<file path="config.mk">
export PLATFORM = sky130hd
export DESIGN_NAME = timing_decoder
export DESIGN_NICKNAME = d
export VERILOG_FILES = /design/src/rtl/timing_decoder.sv
export SDC_FILE = /design/constraint.sdc
export NUM_CORES = 1
export LEC_CHECK = 0
export BUFFER_PORTS_ARGS = -buffer_cell sky130_fd_sc_hd__buf_2
export CAP_MARGIN = 25
export CORE_UTILIZATION = 45
export DETAILED_ROUTE_END_ITERATION = 8
export PLACE_DENSITY = 0.7
export SYNTH_ARGS = -nofsm -noshare
export SYNTH_HDL_FRONTEND = slang
export SYNTH_SLANG_ARGS = --single-unit
</file>
<file path="constraint.sdc">
create_clock -name clk -period 1.8 [get_ports clk]
set_input_delay 0 -clock clk [delete_from_list [all_inputs] [get_ports clk]]
set_output_delay 0 -clock clk [all_outputs]
set_load 0.05 [all_outputs]
</file>
<file path="src/rtl/timing_decoder.sv">
// T-state ring, registered opcode decode, run/step gating and halt latch.
// Ports: clk, reset_n, ir, reset_timer, finish_signal, run, step_req, resume -> timer, IR_dicode, halted, wrap_err, instr_count.
module timing_decoder #(
  parameter int T_STATES = 8,
  parameter int IR_WIDTH = 8,
  parameter int OPC_LSB  = 4
) (
  input  logic                clk,
  input  logic                reset_n,
  input  logic [IR_WIDTH-1:0] ir,
  input  logic                reset_timer,
  input  logic                finish_signal,
  input  logic                run,
  input  logic                step_req,
  input  logic                resume,
  output logic [T_STATES-1:0] timer,
  output logic [15:0]         IR_dicode,
  output logic                halted,
  output logic                wrap_err,
  output logic [15:0]         instr_count
);

  typedef enum logic {
    S_RUN,
    S_HALTED
  } state_t;

  localparam logic [T_STATES-1:0] T0 = T_STATES'(1);

  state_t              state_q, state_d;
  logic [T_STATES-1:0] timer_d;
  logic [15:0]         dicode_d;
  logic [15:0]         cnt_d;
  logic                wrap_d;
  logic                step_q;
  logic                fin_q;
  logic                step_pulse;
  logic                fin_rise;
  logic                adv;
  logic [3:0]          opc;
  logic                unused_ir;

  assign step_pulse = step_req & ~step_q;
  assign fin_rise   = finish_signal & ~fin_q;
  assign adv        = run | step_pulse;
  assign opc        = ir[OPC_LSB+3:OPC_LSB];
  assign unused_ir  = ^ir;
  assign halted     = (state_q == S_HALTED);

  always_comb begin
    state_d  = state_q;
    timer_d  = timer;
    dicode_d = IR_dicode;
    wrap_d   = wrap_err;
    cnt_d    = instr_count;
    unique case (state_q)
      S_RUN: begin
        if (fin_rise) begin
          state_d  = S_HALTED;
          timer_d  = '0;
          dicode_d = '0;
          cnt_d    = instr_count + 16'd1;
        end else if (reset_timer) begin
          timer_d  = T0;
          dicode_d = '0;
          cnt_d    = instr_count + 16'd1;
        end else if (adv) begin
          if (timer[T_STATES-1]) begin
            timer_d  = T0;
            dicode_d = '0;
            wrap_d   = 1'b1;
          end else begin
            timer_d = timer << 1;
            // Opcode is latched on the T2->T3 edge only.
            if (timer[2])
              dicode_d = 16'd1 << opc;
          end
        end
      end
      S_HALTED: begin
        timer_d  = '0;
        dicode_d = '0;
        if (resume) begin
          state_d = S_RUN;
          timer_d = T0;
        end
      end
      default: begin
        state_d  = S_RUN;
        timer_d  = T0;
        dicode_d = '0;
      end
    endcase
  end

  always_ff @(posedge clk or negedge reset_n) begin
    if (!reset_n) begin
      state_q     <= S_RUN;
      timer       <= T0;
      IR_dicode   <= '0;
      wrap_err    <= 1'b0;
      instr_count <= '0;
      step_q      <= 1'b0;
      fin_q       <= 1'b0;
    end else begin
      state_q     <= state_d;
      timer       <= timer_d;
      IR_dicode   <= dicode_d;
      wrap_err    <= wrap_d;
      instr_count <= cnt_d;
      step_q      <= step_req;
      fin_q       <= finish_signal;
    end
  end

endmodule

</file>
==> impl_metrics.json <==
{
  "netlist_area_um2": 2040,
  "cts_buffers": 5,
  "async_flop_share": 1.00,
  "dr.pass1.iters": 4,
  "grt_util_all_layers": 0.190,
  "cp_max_fo": 4,
  "wl_per_cell_um": 14.0,
  "area_growth_pct": 21.3,
  "htreeDepth": 2,
  "comb_power_share": 0.265,
  "p_clk_frac": 0.265,
  "fin_setup_tns_ns": 0,
  "io_pins": 57,
  "topRoutingLayerUsed": "met4",
  "clockBufferDepth": 2,
  "reg2reg_depth": 5,
  "fmax_mhz": 674,
  "antenna_found_initial": 0,
  "final-setup-viol-count": 0,
  "slew_headroom": 0.641,
  "coreArea_um2": 4350,
  "critical_path.endpoint": "instr_count[12]$_DFFE_PN0P_",
  "cts-root-buf": "clkbuf_8",
  "switchingPower_uw": 929,
  "grt_max_degree": 25,
  "drt_iter0_drc": 136,
  "endpoint_kind": "flip-flop",
  "syn_inst": 184,
  "seqPwrFrac": 0.470,
  "tightest_slew_ns": 0.537,
  "die_area_um2": 4810,
  "syn_nets": 200,
  "layout.nets": 257,
  "vias_per_cell": 5.30,
  "status": "finished clean",
  "drt_wl_total_mm": 4.12,
  "fp.dieH_um": 69.4,
  "synth_top_cells_by_count": "dfrtp_1, nor2_1, nand2_1, a21oi_1, xor2_1",
  "gp_congestion": 0.707,
  "clkTransAtPathRegs_ns": 0.08,
  "critPathSlowestCell": "dfrtp_1",
  "vias": 1559,
  "maxCapViolCount": 0,
  "synthDistinctLibCells": 39,
  "io_buffers": 52,
  "m1WireLength_mm": 1.89,
  "power.total_uw": 2540,
  "clock_skew_ns": 0.00371,
  "die_x_um": 69.4,
  "synth_edf_count": 0,
  "powerDensity_nw_per_um2": 1030,
  "grt_pass1_vias": 1505,
  "clock-sinks": 44,
  "yosysMostFrequentCell": "dfrtp_1",
  "yosys-top-cells-area": "dfrtp_1, xor2_1, nor2_1, nand2_1, a21oi_1",
  "leakage_uw": 0.00121,
  "slew_viol_final": 0,
  "startpoint": "instr_count[0]$_DFFE_PN0P_",
  "drive_gt1_frac": 0.310,
  "hold_slack_ns": 0.0114,
  "antenna_left": 0,
  "r2r_slack_ns": 0.32,
  "netSwitchingFraction": 0.365,
  "finalCritPeriodShare": 0.824,
  "reg2reg_to": "instr_count[12]$_DFFE_PN0P_",
  "grt_pass1_wl_mm": 7.11,
  "ys_seq_elements": 44,
  "arrival_ns": 1.71,
  "fillers": 394,
  "max_stage_delay_ns": 0.45,
  "syn_avg_cell_area_um2": 11.1,
  "diodes": 0,
  "route.detailed.drc": 0,
  "startpoint_type": "flip-flop",
  "r2r-start": "instr_count[0]$_DFFE_PN0P_",
  "rsz0062_at_grt": "no",
  "required_ns": 2.02,
  "yosys_warnings": 0,
  "wl_met2_mm": 1.86,
  "wl_met3_um": 302,
  "rows": 24,
  "place_hpwl_mm": 2.87,
  "initial_core_util": 0.469,
  "worst-setup-path-type": "flip-flop to flip-flop",
  "seq_area_frac_synth": 0.540,
  "netlist.area_leader.share": 0.527,
  "ir_drop_mv": 1.28,
  "p_int_uw": 1620,
  "grt_overflow": 0,
  "crit_chain": "ha_1, nor2b_1, o21ai_0, nor3_1, xnor2_1",
  "cts_tree": "yes",
  "post_cts_buffers": 0,
  "clk_latency_ns": 0.29,
  "ys.flop_type": "dfrtp_1",
  "hp-class": "input port to flip-flop",
  "hold_viol": 0,
  "period_minus_slack_ns": 1.48,
  "synth_top_area_cell": "dfrtp_1"
}
[routing by layer]
| layer | vias up | GRT usage |
|---|---|---|
| met5 | - | 0 |
| met4 | 0 | 0.0703 |
| met3 | 8 | 0.0625 |
| met2 | 61 | 0.276 |
| met1 | 734 | 0.264 |
| li1 | 756 | - |
[worst min-delay path by stage]
| stage | from | endpoint | slack [ns] | cells past startpoint |
|---|---|---|---|---|
| floorplan | reset_n | IR_dicode[0]$_DFFE_PN0P_ | -0.30 | 0 |
| global placement | reset_n | timer[7]$_DFFE_PN0P_ | -0.005 | 1 |
| detailed placement | reset_n | timer[6]$_DFFE_PN0P_ | -0.01 | 1 |
| CTS | ir[7] | IR_dicode[10]$_DFFE_PN0P_ | 0.005 | 3 |
| global route | ir[7] | IR_dicode[15]$_DFFE_PN0P_ | 0.02 | 3 |
| finish | ir[7] | IR_dicode[15]$_DFFE_PN0P_ | 0.01 | 3 |
[worst max-delay path, delay by kind of cell (launching register included)]
kind | cells | cell delay (ns)
flops | 1 | 0.45
compound gates | 1 | 0.21
xor+xnor | 1 | 0.15
fa+ha+maj | 1 | 0.17
simple gates | 2 | 0.44
[logic make-up after synthesis]
family | synth area share
simple gates | 0.225
flops | 0.540
compound gates | 0.121
xor+xnor | 0.0643
buf+inv | 0.0374
mux | 0.00551
fa+ha+maj | 0.00613
[cell usage in the layout (no fill, tap or decap), types with 2 or more instances in the layout]
cell           synthesis  final
a32oi_1                4      4
nand2b_4               2      2
nand2_1               18     18
clkbuf_8               0      7
buf_2                  4     52
o21ai_0                2      2
nand2b_1               2      2
inv_1                  5      5
dfrtp_1               43     43
xor2_1                 9      9
nand3b_1               6      6
a21oi_1               13     13
nand3_1                5      5
xnor2_1                6      6
nor2b_1                2      2
nor3_1                 6      6
dlygate4sd3_1          0      4
nor2_1                20     20
a22oi_1                8      8
nor3b_4                2      2
nand4_1                5      5
[flip-flops by register name, indices dropped and copies added (netlist names)]
signal       flops
step_q           1
instr_count     16
fin_q            1
timer            8
halted           1
IR_dicode       16
wrap_err         1
[metrics by stage]
step / cells / utilization / cell area [um2] / worst slack (ns)
2_1_floorplan: 184 / - / 2040 / 0.135
5_1_grt: 294 / 0.569 / 2480 / 0.0401
4_1_cts: 294 / 0.569 / 2480 / 0.293
3_3_place_gp: 282 / 0.537 / 2340 / 0.362
6_report: 294 / 0.569 / 2480 / 0.316
3_5_place_dp: 282 / 0.537 / 2340 / 0.313
[what timing repair did]
action                                  in CTS  in global routing
hold buffers                                 4                  0
endpoints found under the setup margin       0                  0
resized for setup                            0                  0
endpoints found under the hold margin       22                  0
[cell type report]
class | instances | area [um2] | area share
clock buffer | 8 | 100 | 0.0404
inverter | 5 | 18.8 | 0.00758
multi-input combinational | 127 | 863 | 0.348
sequential | 44 | 1100 | 0.445
tap | 52 | 65.1 | 0.0263
timing repair buffer | 58 | 328 | 0.132
[power by group through the flow]
stage	logic [uW]	clock network [uW]	registers, uW
2_1_floorplan	210	0	1500
4_1_cts	682	689	1200
3_5_place_dp	674	0	1220
3_3_place_gp	666	0	1210
6_report	674	675	1190
5_1_grt	723	738	1210
(Power assumes the default switching activity.)
